`config.mk`:
```
export PLATFORM = sky130hd
export DESIGN_NAME = score_display_scanner
export DESIGN_NICKNAME = d
export VERILOG_FILES = /design/src/rtl/display_pkg.sv /design/src/rtl/bin_to_bcd_serial.sv /design/src/rtl/score_display_scanner.sv
export SDC_FILE = /design/constraint.sdc
export NUM_CORES = 1
export LEC_CHECK = 0
export CAP_MARGIN = 20
export CORE_UTILIZATION = 40
export DETAILED_ROUTE_END_ITERATION = 10
export RECOVER_POWER = 50
export SYNTH_ARGS = -nofsm -noshare
export SYNTH_HDL_FRONTEND = slang
export SYNTH_SLANG_ARGS = --single-unit
```
`constraint.sdc`:
```
create_clock -name clk -period 2.04 [get_ports clk]
set_input_delay 0.204 -clock clk [delete_from_list [all_inputs] [get_ports clk]]
set_output_delay 0.204 -clock clk [all_outputs]
set_load 0.02 [all_outputs]
```
`src/rtl/display_pkg.sv`:
```
// Shared types and constants for the score display scanner.
package display_pkg;

   localparam int NUM_DIGITS = 4;
   localparam int VALUE_W    = 14;
   localparam logic [VALUE_W-1:0] VALUE_MAX = 14'd9999;

   typedef logic [3:0] digit_t;

   typedef enum logic [1:0] {
      IDLE  = 2'd0,
      SHIFT = 2'd1,
      LATCH = 2'd2
   } conv_state_t;

   // Double-dabble correction: bump every nibble >= 5 by 3 before the shift.
   function automatic logic [4*NUM_DIGITS-1:0] add3_nibbles(input logic [4*NUM_DIGITS-1:0] a);
      logic [4*NUM_DIGITS-1:0] r;
      digit_t                  d;
      r = a;
      for (int i = 0; i < NUM_DIGITS; i++) begin
         d = a[4*i +: 4];
         if (d >= 4'd5) r[4*i +: 4] = d + 4'd3;
      end
      return r;
   endfunction

endpackage

```
`src/rtl/bin_to_bcd_serial.sv`:
```
// Free-running sequential binary-to-BCD converter (shift-and-add-3).
// One conversion takes 16 cycles: IDLE capture, 14 SHIFT steps, LATCH.
module bin_to_bcd_serial
   import display_pkg::*;
(
   input  logic                    clk,
   input  logic                    reset_n,
   input  logic [VALUE_W-1:0]      value,
   output logic [4*NUM_DIGITS-1:0] digits,
   output logic                    busy
);

   conv_state_t             state, state_next;
   logic [VALUE_W-1:0]      bin;
   logic [4*NUM_DIGITS-1:0] acc;
   logic [3:0]              cnt;
   logic [VALUE_W-1:0]      value_sat;
   logic [4*NUM_DIGITS+VALUE_W-1:0] shifted;

   // Clamp out-of-range scores so the display never shows a 5th digit.
   always_comb value_sat = (value > VALUE_MAX) ? VALUE_MAX : value;

   // One correction-and-shift step of the {accumulator, binary} register.
   always_comb shifted = {add3_nibbles(acc), bin} << 1;

   // State register.
   always_ff @(posedge clk or negedge reset_n) begin
      if (!reset_n) state <= IDLE;
      else          state <= state_next;
   end

   // Next-state logic: conversions run back to back forever.
   always_comb begin
      state_next = state;
      case (state)
         IDLE:    state_next = SHIFT;
         SHIFT:   if (cnt == 4'd0) state_next = LATCH;
         LATCH:   state_next = IDLE;
         default: state_next = IDLE;
      endcase
   end

   // Output logic: busy covers the 14 SHIFT cycles plus the LATCH cycle.
   always_comb busy = (state != IDLE);

   // Datapath: capture in IDLE, iterate in SHIFT, publish in LATCH.
   always_ff @(posedge clk or negedge reset_n) begin
      if (!reset_n) begin
         bin    <= '0;
         acc    <= '0;
         cnt    <= '0;
         digits <= '0;
      end else begin
         case (state)
            IDLE: begin
               bin <= value_sat;
               acc <= '0;
               cnt <= 4'(VALUE_W - 1);
            end
            SHIFT: begin
               acc <= shifted[4*NUM_DIGITS+VALUE_W-1 -: 4*NUM_DIGITS];
               bin <= shifted[VALUE_W-1:0];
               cnt <= cnt - 4'd1;
            end
            LATCH: digits <= acc;
            default: ;
         endcase
      end
   end

endmodule

```
`src/rtl/score_display_scanner.sv`:
```
// Converts a binary score to BCD and time-multiplexes the four digits onto a
// shared bcd bus with active-low anode enables and leading-zero blanking.
module score_display_scanner
   import display_pkg::*;
#(
   parameter int REFRESH_DIV = 100000,
   parameter bit BLANK_LZ    = 1'b1
) (
   input  logic                    clk,
   input  logic                    reset_n,
   input  logic [VALUE_W-1:0]      value,
   output logic [3:0]              bcd,
   output logic [NUM_DIGITS-1:0]   an,
   output logic [1:0]              digit_sel,
   output logic [4*NUM_DIGITS-1:0] digits,
   output logic                    busy
);

   localparam int PW = (REFRESH_DIV > 1) ? $clog2(REFRESH_DIV) : 1;
   localparam logic [PW-1:0] PRE_TC = PW'(REFRESH_DIV - 1);

   logic [PW-1:0]         pre;
   logic                  tc;
   logic [1:0]            sel_next;
   logic [NUM_DIGITS-1:0] blank;

   bin_to_bcd_serial u_conv (
      .clk     (clk),
      .reset_n (reset_n),
      .value   (value),
      .digits  (digits),
      .busy    (busy)
   );

   // Scan prescaler: each digit is held for REFRESH_DIV cycles.
   always_ff @(posedge clk or negedge reset_n) begin
      if (!reset_n)  pre <= '0;
      else if (tc)   pre <= '0;
      else           pre <= pre + 1'b1;
   end

   always_comb tc = (pre == PRE_TC);
   always_comb sel_next = tc ? digit_sel + 2'd1 : digit_sel;

   // Digit k (k >= 1) is dark when it and every higher digit are zero.
   always_comb begin
      blank = '0;
      for (int k = 1; k < NUM_DIGITS; k++)
         blank[k] = BLANK_LZ && ((digits >> (4*k)) == '0);
   end

   // Output register: sel, bcd and an all move on the same edge, and bcd/an
   // are rebuilt every cycle so a new result shows up without tearing.
   always_ff @(posedge clk or negedge reset_n) begin
      if (!reset_n) begin
         digit_sel <= '0;
         bcd       <= '0;
         an        <= '1;
      end else begin
         digit_sel <= sel_next;
         bcd       <= digits[{sel_next, 2'b00} +: 4];
         an        <= blank[sel_next] ? '1 : ~(NUM_DIGITS'(1) << sel_next);
      end
   end

endmodule
```
==> reports/results.ini <==
[clock_tree]
cts_tree=built
max-clock-path-buffers=2
cts_root_buf=clkbuf_8
cts_made_buffers=9
clock_tree.htree_level_count=3
clk_latency_ns=0.34
clkSlewWorstSetupHoldPaths_ns=0.08
numClockSinks=79

[final_layout]
relative_area_change_from_synthesis_to_final_layout_pct=23.1
post-route-util=0.516
final_cells=580
num_antenna_cells=0
drive_gt1_frac=0.160
final_nets=472

[critical_path]
crit_fanout=7
cp_data_required_time_ns=2.30
criticalPathCategory=flop to flop
cp.arrival_ns=2.31
element_type_at_the_critical_path_end=flop
cp-start-kind=flop

[pwr]
switching_share=0.280
leakage_dissipation_nw=2.03
ir_drop_mv=0.441
power.density_nw_per_um2=805
power_frac_seq=0.476
share_of_power_burned_in_the_clock_network=0.320
internal-power_mw=2.82
switching_power_mw=1.09
total_power_mw=3.91
pwr-share-comb=0.205

[detailed_routing]
wl_um=7830
post_route_antenna_net_violation_count=0
drt_drc_violations_left=0
viasPerCell=5.12
wl_per_cell_um=13.5
detailroute.via_count=2970
drt_iter0_drc=84
drtPass1Iterations=4

[sta]
fmax_ghz=0.488
worst_pin_slew_ns=0.906
fin_ws_ns=-0.0107
rsz0062_at_grt=true
slew-limit-headroom=0.396
report.final.hold_viol_count=0
skew_ns=0.00954
setup_violations=2
min_period_over_period=1.01
setup_total_negative_slack_ns=-0.0109
period_minus_slack_ns=2.05
slew_violations=0

[floorplan]
core_region_area_um2=9420
pin_count=43
dieHeight_um=101
placement_rows=35
floorplan.initialDensity=0.419
floorplan.die_area_um2=10300
die_width_um=101

[synthesis]
post-synth-top-area-fraction=0.476
synth_fp_nets=410
syn-cell-area_um2=3950
synth_area_leaders=dfrtp_1 48%, mux2_2 5.4%, nand2_1 4.7%
synth_cells=384
ys_dominant_reg_cell=dfrtp_1
seq_area_frac_synth=0.502
edff_count_synth=0
ys_async_rst_share=1.00
synth_largest_area_cell=dfrtp_1
synth_warnings=0
synth.lib_cells_used.distinct=51
syn-mean-instance-area_um2=10.3
number_of_synthesized_register_bits=79

[grt]
overall_routing_resource_usage=0.167
vias_in_the_first_global_route=2861
first_pass_grt_wire_length_um=13400
grt_max_degree=51
antenna_found_initial=0
globalRoute.totalOverflow=0

[placed_design]
pre_cts_setup_slack_ns=-0.0354
gp_congestion=0.782
place.detailed.hpwl_um=5490
dp.cells=556
port_bufs=42

[job]
cap_violations=0

[hold_path]
min_path_type=input port to flop

[outcome]
outcome=complete, but fails checks
violations_in_the_final_reports=negative setup slack

[sequential cells by signal, indices dropped and copies added, names as in the netlist]
signal	cells
u_conv.acc	16
digit_sel	2
u_conv.cnt	4
pre	17
bcd	4
u_conv.bin	14
u_conv.state	2
an	4
u_conv.digits	16
[power by group through the flow]
stage               clock network [mW]  logic [mW]  registers, mW
global route                      1.36       0.876           1.89
finish                            1.25       0.801           1.86
CTS                               1.29       0.819           1.86
detailed placement                   0       0.810           1.89
global placement                     0       0.794           1.89
floorplan                            0       0.254           2.02
[critical path, stage by stage (launching register included)]
cell and delay (ns):
dfrtp_1 0.38, or4bb_4 0.55, nor4_4 0.25, buf_4 0.18
buf_12 0.12, mux2_2 0.32, o211ai_1 0.16
[path summary, 6_finish.rpt]
check	startpoint	endpoint	slack [ns]	depth (start not counted)
max in group asynchronous	reset_n	u_conv.state[1]	0.32	3
min	value[2]	u_conv.bin[2]	0.45	3
min reg2reg	pre[0]	pre[0]	0.47	1
max	pre[5]	bcd[3]	-0.01	6
max reg2reg	pre[5]	bcd[3]	-0.01	6
min in group asynchronous	reset_n	pre[11]	0.46	2
[metal layers]
layer	vias to the layer above	GRT usage	wire length, um
li1	1464	-	-
met3	9	0.0338	243
met4	0	0.0624	118
met1	1447	0.221	3800
met2	50	0.273	3670
met5	-	0	0
[cell type report]
class,instances,area (um^2)
Clock buffer,10,128
Timing Repair Buffer,67,628
Multi-Input combinational cell,273,1810
Fill cell,870,4560
Clock inverter,6,85.1
Inverter,16,60.1
Tap cell,129,161
Sequential cell,79,1980
[metrics by stage]
step	hold WS, ns	instance area, um^2
2_1_floorplan	-0.0916	3950
3_3_place_gp	0.162	4580
3_5_place_dp	0.162	4580
4_1_cts	0.334	4830
5_1_grt	0.477	4860
6_report	0.446	4860
[cells in the mapped netlist (3+ instances only)]
| library cell | count |
|---|---|
| a21oi_1 | 17 |
| a22o_1 | 5 |
| a22oi_1 | 6 |
| clkbuf_1 | 9 |
| dfrtp_1 | 75 |
| dfstp_2 | 4 |
| ha_1 | 10 |
| inv_1 | 15 |
| mux2_2 | 19 |
| mux2i_1 | 10 |
| nand2_1 | 49 |
| nand2b_1 | 10 |
| nand3_1 | 5 |
| nand4_1 | 3 |
| nor2_1 | 28 |
| nor2b_1 | 9 |
| nor3_1 | 3 |
| o211ai_1 | 4 |
| o21ai_0 | 29 |
| o22ai_1 | 12 |
| o32ai_1 | 3 |
| or4_1 | 6 |
| xnor2_1 | 13 |
| xor2_1 | 6 |
[cells by family after synthesis]
family	count (synthesis)	share of synthesized area
multiplexers	29	0.0796
buffers and inverters	32	0.0396
XOR/XNOR	20	0.0492
AO/OA/AOI/OAI	84	0.131
AND/OR/NAND/NOR	130	0.167
adder cells (fa/ha/maj)	10	0.0317
flip-flops	79	0.502
[cells in the final DEF (no fill, tap or decap), drive strengths merged, types with 9 or more instances in the layout]
cell	instances
nor2b	9
nor2	28
clkdlybuf4s50	41
buf	20
o21ai	29
dfrtp	75
mux2i	10
clkbuf	15
xnor2	13
inv	16
nand2	49
ha	10
mux2	19
o22ai	12
a21oi	17
nand2b	10
[what timing repair did]
item                                    CTS  global route
resized for setup                         1             2
hold buffers                              1             0
buffers inserted                          3             3
cloned                                    0             1
endpoints found under the hold margin    29             0
pin swaps                                 1             7
endpoints found under the setup margin    4             8
Note: power is estimated with default switching activity, not from simulation.
